===== src/rtl/coms_frame_rx_pkg.sv =====
// Shared constants, FSM states and the byte-wide CRC16 step for the motor-board
// comms path (receiver now, status-frame transmitter later).
package coms_pkg;

    localparam logic [31:0] MAGIC_CTRL = 32'h1CE1CEBB;
    localparam logic [31:0] MAGIC_STAT = 32'hD0D0D0D0;
    localparam logic [31:0] MAGIC_BULK = 32'hBAADA555;

    localparam logic [15:0] CRC16_INIT = 16'hFFFF;
    localparam logic [15:0] CRC16_POLY = 16'h8005;

    typedef enum logic [1:0] {HUNT, RECV, CHECK} rx_state_e;

    // MSB-first, unreflected CRC16 over one byte.
    function automatic logic [15:0] crc16_d8(input logic [7:0] data, input logic [15:0] crc);
        logic [15:0] c;
        c = crc;
        for (int i = 7; i >= 0; i--) begin
            if (c[15] ^ data[i]) c = {c[14:0], 1'b0} ^ CRC16_POLY;
            else                 c = {c[14:0], 1'b0};
        end
        return c;
    endfunction

endpackage


===== src/rtl/coms_frame_rx_if.sv =====
// Byte stream from uart_rx into the frame receiver.
interface coms_frame_rx_if;
    logic       rx_valid;
    logic [7:0] rx_data;

    modport master (output rx_valid, rx_data);
    modport slave  (input  rx_valid, rx_data);
endinterface


===== src/rtl/coms_frame_rx_crc.sv =====
// Running CRC16 register: one byte per enabled clock, clear loads the seed
// (and folds in a byte when en is also high).
module crc16_d8_step
    import coms_pkg::*;
(
    input  logic        CLK,
    input  logic        reset_n,
    input  logic        clear,
    input  logic        en,
    input  logic [7:0]  data,
    output logic [15:0] crc
);

    always_ff @(posedge CLK or negedge reset_n) begin
        if (!reset_n)   crc <= '0;
        else if (clear) crc <= en ? crc16_d8(data, CRC16_INIT) : CRC16_INIT;
        else if (en)    crc <= crc16_d8(data, crc);
    end

endmodule


===== src/rtl/coms_frame_rx.sv =====
// Table-driven UART frame receiver: hunts magic numbers, collects the body,
// checks CRC16 and board ID, and presents the payload with a one-cycle strobe.
module coms_frame_rx
    import coms_pkg::*;
#(
    parameter int                        NUM_TYPES    = 3,
    parameter logic [32*NUM_TYPES-1:0]   MAGIC_TABLE  = {MAGIC_BULK, MAGIC_STAT, MAGIC_CTRL},
    parameter logic [8*NUM_TYPES-1:0]    LEN_TABLE    = {8'd22, 8'd6, 8'd3},
    parameter int                        MAX_PAYLOAD  = 19,
    parameter logic [7:0]                BROADCAST_ID = 8'hFF,
    parameter int                        TIMEOUT_CYC  = 50000,
    localparam int                       TW           = (NUM_TYPES > 1) ? $clog2(NUM_TYPES) : 1
) (
    input  logic                     CLK,
    input  logic                     reset_n,
    coms_frame_rx_if.slave           rx,
    input  logic [7:0]               ID,
    output logic                     frame_valid,
    output logic [TW-1:0]            frame_type,
    output logic                     frame_broadcast,
    output logic [8*MAX_PAYLOAD-1:0] payload,
    output logic                     busy,
    output logic [15:0]              crc_err_count,
    output logic [15:0]              timeout_count
);

    localparam int BUF = MAX_PAYLOAD + 3;
    localparam int TMW = $clog2(TIMEOUT_CYC + 1);

    // Configuration sanity, resolved at elaboration.
    if (NUM_TYPES < 1 || NUM_TYPES > 8) begin : g_num_bad
        $fatal(1, "coms_frame_rx: NUM_TYPES %0d out of range", NUM_TYPES);
    end
    for (genvar g = 0; g < NUM_TYPES; g++) begin : g_chk
        if (int'(LEN_TABLE[8*g +: 8]) < 3 || int'(LEN_TABLE[8*g +: 8]) > MAX_PAYLOAD + 3) begin : g_len_bad
            $fatal(1, "coms_frame_rx: LEN_TABLE entry %0d out of range", g);
        end
        for (genvar h = g + 1; h < NUM_TYPES; h++) begin : g_dup
            if (MAGIC_TABLE[32*g +: 32] == MAGIC_TABLE[32*h +: 32]) begin : g_dup_bad
                $fatal(1, "coms_frame_rx: MAGIC_TABLE entries %0d and %0d collide", g, h);
            end
        end
    end

    rx_state_e                state_q, state_d;
    logic [31:0]              hunt;
    logic [TW-1:0]            typ;
    logic [7:0]               cnt;
    logic [TMW-1:0]           timer;
    logic [BUF-1:0][7:0]      shadow;
    logic [NUM_TYPES-1:0][7:0] len_tab;
    logic [NUM_TYPES-1:0]     hit;
    logic                     any_hit;
    logic [TW-1:0]            hit_idx;
    logic [7:0]               cur_len;
    logic [15:0]              crc;
    logic                     crc_clear, crc_en;
    logic                     buf_wr, timeout_hit;
    logic [7:0]               wr_idx, crc_hi, crc_lo;
    logic                     pass, for_me;
    logic [8*MAX_PAYLOAD-1:0] pay_next;

    assign len_tab = LEN_TABLE;
    assign busy    = (state_q != HUNT);

    for (genvar g = 0; g < NUM_TYPES; g++) begin : g_match
        assign hit[g] = (hunt == MAGIC_TABLE[32*g +: 32]);
    end

    always_comb begin
        any_hit = |hit;
        hit_idx = '0;
        for (int t = NUM_TYPES - 1; t >= 0; t--)
            if (hit[t]) hit_idx = TW'(t);
        cur_len = '0;
        for (int t = 0; t < NUM_TYPES; t++)
            if (typ == TW'(t)) cur_len = len_tab[t];
    end

    // A byte landing in the match cycle is already body byte 0.
    always_comb begin
        state_d     = state_q;
        crc_clear   = 1'b0;
        crc_en      = 1'b0;
        buf_wr      = 1'b0;
        wr_idx      = cnt;
        timeout_hit = 1'b0;
        case (state_q)
            HUNT: begin
                wr_idx = 8'd0;
                if (any_hit) begin
                    state_d   = RECV;
                    crc_clear = 1'b1;
                    crc_en    = rx.rx_valid;
                    buf_wr    = rx.rx_valid;
                end
            end
            RECV: begin
                if (rx.rx_valid) begin
                    buf_wr = 1'b1;
                    crc_en = (cnt < cur_len - 8'd2);
                    if (cnt == cur_len - 8'd1) state_d = CHECK;
                end else if (timer == TMW'(TIMEOUT_CYC - 1)) begin
                    timeout_hit = 1'b1;
                    state_d     = HUNT;
                end
            end
            CHECK:   state_d = HUNT;
            default: state_d = HUNT;
        endcase
    end

    always_ff @(posedge CLK or negedge reset_n) begin
        if (!reset_n) state_q <= HUNT;
        else          state_q <= state_d;
    end

    crc16_d8_step u_crc (
        .CLK     (CLK),
        .reset_n (reset_n),
        .clear   (crc_clear),
        .en      (crc_en),
        .data    (rx.rx_data),
        .crc     (crc)
    );

    always_comb begin
        crc_hi = '0;
        crc_lo = '0;
        for (int k = 0; k < BUF; k++) begin
            if (8'(k) == cur_len - 8'd2) crc_hi = shadow[k];
            if (8'(k) == cur_len - 8'd1) crc_lo = shadow[k];
        end
        for (int k = 0; k < MAX_PAYLOAD; k++)
            pay_next[8*k +: 8] = (8'(k) < cur_len - 8'd3) ? shadow[k+1] : 8'h00;
        pass   = (crc == {crc_hi, crc_lo});
        for_me = (shadow[0] == ID) || (shadow[0] == BROADCAST_ID);
    end

    always_ff @(posedge CLK or negedge reset_n) begin
        if (!reset_n) begin
            shadow <= '0;
        end else if (buf_wr) begin
            for (int k = 0; k < BUF; k++)
                if (wr_idx == 8'(k)) shadow[k] <= rx.rx_data;
        end
    end

    always_ff @(posedge CLK or negedge reset_n) begin
        if (!reset_n) begin
            hunt            <= '0;
            typ             <= '0;
            cnt             <= '0;
            timer           <= '0;
            frame_valid     <= 1'b0;
            frame_type      <= '0;
            frame_broadcast <= 1'b0;
            payload         <= '0;
            crc_err_count   <= '0;
            timeout_count   <= '0;
        end else begin
            frame_valid <= 1'b0;
            case (state_q)
                HUNT: begin
                    if (any_hit) begin
                        typ   <= hit_idx;
                        hunt  <= '0;
                        timer <= '0;
                        cnt   <= rx.rx_valid ? 8'd1 : 8'd0;
                    end else if (rx.rx_valid) begin
                        hunt <= {hunt[23:0], rx.rx_data};
                    end
                end
                RECV: begin
                    if (rx.rx_valid) begin
                        cnt   <= cnt + 8'd1;
                        timer <= '0;
                    end else if (timeout_hit) begin
                        if (timeout_count != 16'hFFFF) timeout_count <= timeout_count + 16'd1;
                    end else begin
                        timer <= timer + TMW'(1);
                    end
                end
                CHECK: begin
                    if (rx.rx_valid) hunt <= {hunt[23:0], rx.rx_data};
                    if (pass && for_me) begin
                        payload         <= pay_next;
                        frame_type      <= typ;
                        frame_broadcast <= (shadow[0] == BROADCAST_ID);
                        frame_valid     <= 1'b1;
                    end else if (!pass && crc_err_count != 16'hFFFF) begin
                        crc_err_count <= crc_err_count + 16'd1;
                    end
                end
                default: ;
            endcase
        end
    end

endmodule


===== src/flat_wrapper.sv =====
// flat-port wrapper written by rule: the top's interface ports become plain ports
module coms_frame_rx_flat import coms_pkg::*;
#(
    parameter int                        NUM_TYPES    = 3,
    parameter logic [32*NUM_TYPES-1:0]   MAGIC_TABLE  = {MAGIC_BULK, MAGIC_STAT, MAGIC_CTRL},
    parameter logic [8*NUM_TYPES-1:0]    LEN_TABLE    = {8'd22, 8'd6, 8'd3},
    parameter int                        MAX_PAYLOAD  = 19,
    parameter logic [7:0]                BROADCAST_ID = 8'hFF,
    parameter int                        TIMEOUT_CYC  = 50000,
    localparam int                       TW           = (NUM_TYPES > 1) ? $clog2(NUM_TYPES) : 1
)
  (CLK, reset_n, ID, frame_valid, frame_type, frame_broadcast, payload, busy, crc_err_count, timeout_count, rx_rx_valid, rx_rx_data);
  coms_frame_rx_if rx_i ();
  input  logic CLK;
  input  logic reset_n;
  input  logic [7:0] ID;
  output logic frame_valid;
  output logic [TW-1:0] frame_type;
  output logic frame_broadcast;
  output logic [8*MAX_PAYLOAD-1:0] payload;
  output logic busy;
  output logic [15:0] crc_err_count;
  output logic [15:0] timeout_count;
  input wire logic [$bits(rx_i.rx_valid)-1:0] rx_rx_valid;
  input wire logic [$bits(rx_i.rx_data)-1:0] rx_rx_data;
  assign rx_i.rx_valid = rx_rx_valid;
  assign rx_i.rx_data = rx_rx_data;
  coms_frame_rx #(.NUM_TYPES(NUM_TYPES), .MAGIC_TABLE(MAGIC_TABLE), .LEN_TABLE(LEN_TABLE), .MAX_PAYLOAD(MAX_PAYLOAD), .BROADCAST_ID(BROADCAST_ID), .TIMEOUT_CYC(TIMEOUT_CYC)) u_core (.CLK(CLK), .reset_n(reset_n), .rx(rx_i), .ID(ID), .frame_valid(frame_valid), .frame_type(frame_type), .frame_broadcast(frame_broadcast), .payload(payload), .busy(busy), .crc_err_count(crc_err_count), .timeout_count(timeout_count));
endmodule

===== config.mk =====
export PLATFORM = sky130hd
export DESIGN_NAME = coms_frame_rx_flat
export DESIGN_NICKNAME = d
export VERILOG_FILES = /design/src/rtl/coms_frame_rx_pkg.sv /design/src/rtl/coms_frame_rx_if.sv /design/src/rtl/coms_frame_rx_crc.sv /design/src/rtl/coms_frame_rx.sv /design/src/flat_wrapper.sv
export SDC_FILE = /design/constraint.sdc
export NUM_CORES = 1
export LEC_CHECK = 0
export CAP_MARGIN = 20
export CORE_MARGIN = 4
export CORE_UTILIZATION = 58
export CTS_CLUSTER_DIAMETER = 30
export DETAILED_ROUTE_END_ITERATION = 10
export PLACE_DENSITY = 0.81
export SYNTH_ARGS = -nofsm -noshare
export SYNTH_HDL_FRONTEND = slang
export SYNTH_SLANG_ARGS = --single-unit
export TNS_END_PERCENT = 50

===== constraint.sdc =====
create_clock -name CLK -period 5.55 [get_ports CLK]
set_input_delay 0.8325 -clock CLK [delete_from_list [all_inputs] [get_ports CLK]]
set_output_delay 0.8325 -clock CLK [all_outputs]
set_load 0.005 [all_outputs]

Word-level counts from Yosys, hierarchy flattened:

Cells that the tools add are included.

* input bits: 19
* logic and storage cells: 356
* register bits: 440

* order comparisons: 20
* multiplexer cells: 138
* equal/unequal tests: 82
* bitwise operators: 32
* reduce and logical (&&, ||, !) cells: 43
* $add $sub $neg: 7

Operators by type and width (number)
* two-way mux 16 bit: 43
* two-way mux 8 bit: 66
* equality test 4 x 8 -> 1 bit, first input constant: 16
* equality test 5 x 8 -> 1 bit, first input constant: 12
* equality test 3 x 8 -> 1 bit, first input constant: 8
* equality test 32 bit, second input constant: 2
* equality test 8 x 4 -> 1 bit, second input constant: 8
* < comparator 4 x 8 -> 1 bit, first input constant: 8
* two-way mux 32 bit: 2
* one-hot mux 32 bit (2 select lines): 1
* adder 16 x 1 -> 16 bit, second input constant: 3
* equality test 8 x 5 -> 1 bit, second input constant: 6
* AND reduction 2 bit: 24
* NOT 3 bit: 15
* equality test 2 x 8 -> 1 bit, first input constant: 4
* equality test 32 x 29 -> 1 bit, second input constant: 1
* equality test 8 x 3 -> 1 bit, second input constant: 4
* < comparator 3 x 8 -> 1 bit, first input constant: 4
* != test 16 bit, second input constant: 2
* one-hot mux 16 bit (2 select lines): 1
* zero test 8 bit: 3
* < comparator 5 x 8 -> 1 bit, first input constant: 3
* equality test 1 x 8 -> 1 bit, first input constant: 2
* equality test 16 bit: 1
* 34 further kinds: 83

Logic depth before layout (Yosys ltp):

* depth after elaboration: 38
* depth in mapped cells: 21
* mapped depth without buffers: 14

Modules after synthesis:

A second synthesis with hierarchy kept.

* cell total of the unflattened synthesis: 2062
* area total of the unflattened synthesis: 22125.0 um^2

Modules (own cells, without submodules)
* coms_frame_rx: seq. area each 10610.2 um^2, area each 21096.5 um^2, cells each 1959, times used 1
* crc16_d8_step: seq. area each 400.4 um^2, area each 1028.5 um^2, cells each 103, times used 1

Worst setup path after synthesis:

Ideal clock, no wire load.

* path type: register to register
* start: register u_core.typ[1]
* end: register u_core.frame_type[1]
* path slack: 906 ps
* path buffers: 6
* arrival time: 4519 ps
* cell stages (with the launch flop): 19
* cell sequence: dfrtp_1 -> clkbuf_1 -> clkbuf_1 -> clkbuf_1 -> inv_1 -> ha_1 -> buf_2 -> and3_1 -> a211oi_2 -> a211oi_1 -> a2111oi_2 -> o311ai_1 -> nor4_1 -> nand4b_1 -> nor4b_4 -> a21boi_1 -> buf_4 -> buf_4 -> mux2_2

* word-level cells in the longest chain between the ends: 31

RTL lines
* start: declaration: line coms_frame_rx.sv:47 `logic [TW-1:0] typ;`
* start signal: assignment: line coms_frame_rx.sv:166 `typ <= hit_idx;`
* zero test 2 bit: line coms_frame_rx.sv:77 `if (typ == TW'(t)) cur_len = len_tab[t];`
* two-way mux 2 bit: line coms_frame_rx.sv:77
* two-way mux 3 bit: line coms_frame_rx.sv:77
* two-way mux 5 bit: line coms_frame_rx.sv:77
* subtractor 5 x 1 -> 6 bit / subtractor 5 x 2 -> 6 bit (equally long branches): line coms_frame_rx.sv:132, coms_frame_rx.sv:131
* zero test 8 bit, on equally long branches: line coms_frame_rx.sv:132, coms_frame_rx.sv:131
* two-way mux 8 bit, on equally long branches (22 in series): line coms_frame_rx.sv:132, coms_frame_rx.sv:131
* equality test 16 bit: line coms_frame_rx.sv:136 `pass = (crc == {crc_hi, crc_lo});`
* logical AND 1 bit: line coms_frame_rx.sv:186 `if (pass && for_me) begin`
* AND reduction 2 bit (no line)
* end signal: assignment: line coms_frame_rx.sv:188 `frame_type <= typ;`
* end: declaration: line coms_frame_rx.sv:19 `output logic [TW-1:0] frame_type,`

Parallel ways exist; a longest one is shown, timed or not.
A chain may end at the register's enable or synchronous reset.

Worst setup path after layout:

* start: register u_core.typ[1]
* end: register u_core.payload[86]

* word-level cells in the longest chain between the ends: 31

RTL lines
* zero test 2 bit: line coms_frame_rx.sv:77
* two-way mux 2 bit: line coms_frame_rx.sv:77
* two-way mux 3 bit: line coms_frame_rx.sv:77
* two-way mux 5 bit (*): line coms_frame_rx.sv:77
* subtractor 5 x 1 -> 6 bit / subtractor 5 x 2 -> 6 bit (equally long branches): line coms_frame_rx.sv:132, coms_frame_rx.sv:131
* zero test 8 bit, on equally long branches: line coms_frame_rx.sv:132, coms_frame_rx.sv:131
* two-way mux 8 bit, on equally long branches (22 in series): line coms_frame_rx.sv:132, coms_frame_rx.sv:131
* equality test 16 bit: line coms_frame_rx.sv:136
* logical AND 1 bit: line coms_frame_rx.sv:186
* AND reduction 2 bit (no line)
* end signal: assignment: line coms_frame_rx.sv:187 `payload <= pay_next;`
* end: declaration: line coms_frame_rx.sv:21 `output logic [8*MAX_PAYLOAD-1:0] payload,`

Mark *: on every way between the ends. The rest lies on a longest branch, timed or not.

==> impl_metrics.ini <==
[layout]
final_layout_size_suffix_gt1_share_pct = 18.23
nFillCells = 2541
final_common_cell = dfrtp_1
area_growth_pct = 25.20
final_cell_mix = dfrtp_1, nand2_1, mux2_2, clkdlybuf4s50_1, inv_1
fin_nets = 2347
diodes = 0
finalInstanceArea_sq_um = 27730

[cts]
post-cts-setup-buffer-count = 0
clk_latency_ns = 0.61
holdBufCountCts = 0
root_buffer = clkbuf_16
cts_tree = yes
cts.sinks = 440
cts_buffers = 83
clkTransAtPathRegs_ns = 0.05
cts_max_level = 3
cts_max_path_buffers = 3
cts_resized = 0

[yosys]
postSynthCellCount = 2092
synth_ff_type = dfrtp_1
synthesis.area_sq_um = 22150
yosysSeqAreaShare_pct = 49.70
synth_edf_count = 0
ys_ff_latch = 440
synth_fp_nets = 2132
yosysWarnings = 0
yosys.area.top_type_share_pct = 49.70
synthArstFlopShare_pct = 100.0
yosys-top-cells-area = dfrtp_1, mux2_2, mux2i_1, nand2_1, inv_1
yosys.area.top_type = dfrtp_1
ys_types = 84
syn_avg_cell_area_sq_um = 10.59

[die]
start_util_pct = 58.81
core_sq_um = 37670
dieArea_sq_um = 41380
die_x_um = 203.4
die_y_um = 203.4
fp-row-count = 71
io_pins = 208

[critical_path]
endpoint_kind = flop
crit_required_ns = 6.03
crit_arrival_ns = 5.94
startpoint = u_core.typ[1]
timing.rr.start = u_core.typ[1]
cp-start-kind = flop
crit_fanout = 42
criticalPathCategory = reg2reg

[power_and_ir_drop]
p_leak_uw = 0.01283
ir_worst_vdd_mv = 0.2971
p_per_area_nw_per_um2 = 373.1

[sta]
worstMarginPinSlew_ns = 1.055
final_max_slew_viol_count = 0
setup-tns-final_ns = 0
fin_crit_sh_pct = 98.29
finalHoldWorstSlack_ns = 0.2198
hold_violations = 0
period_needed_ns = 5.455
setup_viol = 0
max_slew_margin_pct = 29.64
rsz0062_at_grt = no
finalClockSkew_ns = 0.02920
fmaxAchievable_mhz = 183.3

[drt]
vias = 17760
viasPerCell = 6.152
drtIter0Drc = 1752
drc = 0
drt_first_pass_iters = 10
wirelength_mm = 69.52
ant_nets = 0
post_drt_wl_per_cell_um = 24.09

[grt]
grt_pass1_vias = 18510
grt_usage_pct = 33.37
grt_max_degree = 117
grt_overflow = 0
antenna_found_initial = 0
grt_pass1_wl_mm = 107.8

[place]
hpwl_mm = 47.45
place_area_sq_um = 24750
gp_congestion = 1.026
portBuffers = 207

[run_status]
outcome = finished clean

[job]
maxCapViolations = 0

[worst_hold_path]
worstHoldPathType = in2async
==> report_power, final <==
| part | internal, uW | total (uW) | switching, uW |
|---|---|---|---|
| Sequential | 3460 | 3860 | 399 |
| Combinational | 593 | 1240 | 646 |
| Clock | 3460 | 5250 | 1790 |
==> area by class of cell <==
type / count / area, sq um / share of cell area [%]
clock buffers: 99 / 2290 / 8.256
inverters: 157 / 589.3 / 2.125
repair buffers: 259 / 2580 / 9.303
multi-input cells: 1366 / 9932 / 35.81
flip-flops and latches: 440 / 11010 / 39.71
well taps: 511 / 639.4 / 2.305
clock inverters: 54 / 689.4 / 2.486
==> path summary, 6_finish.rpt <==
check                                          endpoint  slack [ns]  depth (start not counted)
worst max-delay path                 u_core.payload[86]        0.09                         15
worst min-delay path                  u_core.shadow[69]        0.22                          1
worst max register to register       u_core.payload[86]        0.09                         15
worst min register to register  u_core.timeout_count[6]        0.49                          1
max in group asynchronous                 u_core.cnt[0]        4.04                          2
min in group CLK                u_core.timeout_count[6]        0.49                          1
==> through the flow <==
step | cells | util [%] | power [uW] | setup slack, ns
floorplan | 2092 | - | 4621 | 0.9059
global placement | 2732 | 65.70 | 5041 | 0.5200
detailed placement | 2732 | 65.70 | 5077 | 0.4795
CTS | 2885 | 73.61 | 10370 | 0.3429
global route | 2886 | 73.63 | 10700 | 0.007110
finish | 2886 | 73.63 | 10350 | 0.09490
==> sequential cells by signal, indices dropped and copies added (netlist names) <==
signal,flops
u_core.cnt,8
u_core.crc_err_count,16
u_core.frame_broadcast,1
u_core.frame_type,2
u_core.frame_valid,1
u_core.hunt,32
u_core.payload,152
u_core.shadow,176
u_core.state_q,2
u_core.timeout_count,16
u_core.timer,16
u_core.typ,2
u_core.u_crc.crc,16
==> synthesized netlist by cell type, drive strengths merged, types with 17 or more instances <==
cell    number
xor2        43
a21oi       73
nor3        30
xnor2       50
dfrtp      440
and3        21
a22o        33
a221oi      19
ha          21
buf         46
mux2i      133
inv        157
o21ai       59
mux2       215
nand2      238
clkbuf      83
a211oi      17
nor2        86
nor2b       39
nand3       52
nor4        17
nand2b      19
nand4       25
==> layer usage <==
layer	GRT usage, %	share of wire, %
met5	0	0
met4	15.20	4.5
met3	6.408	7.0
met2	55.88	49
met1	42.42	40
==> worst max-delay path, cell delays in order (launching register included) <==
cell and delay (ns):
dfrtp_4 0.51, inv_1 0.15, ha_2 0.48, buf_4 0.43
mux2i_1 0.27, nor2_1 0.06, a2111oi_0 0.82, o21ai_0 0.34
buf_4 0.25, mux2i_1 0.17, a211oi_1 0.29, nor4b_4 0.32
a21boi_4 0.30, buf_12 0.24, buf_12 0.30, mux2i_1 0.33
==> cells by family (layout without fill, tap and decap cells) <==
logic type	count (synthesis)	count (layout)	synth area share, %
AO/OA/AOI/OAI	315	315	9.862
XOR/XNOR	93	93	3.677
buffers and inverters	286	569	5.575
multiplexers	348	348	16.94
flip-flops	440	440	49.70
AND/OR/NAND/NOR	589	589	13.06
adder cells (fa/ha/maj)	21	21	1.186
No activity file was read; power rests on OpenSTA's default activity.
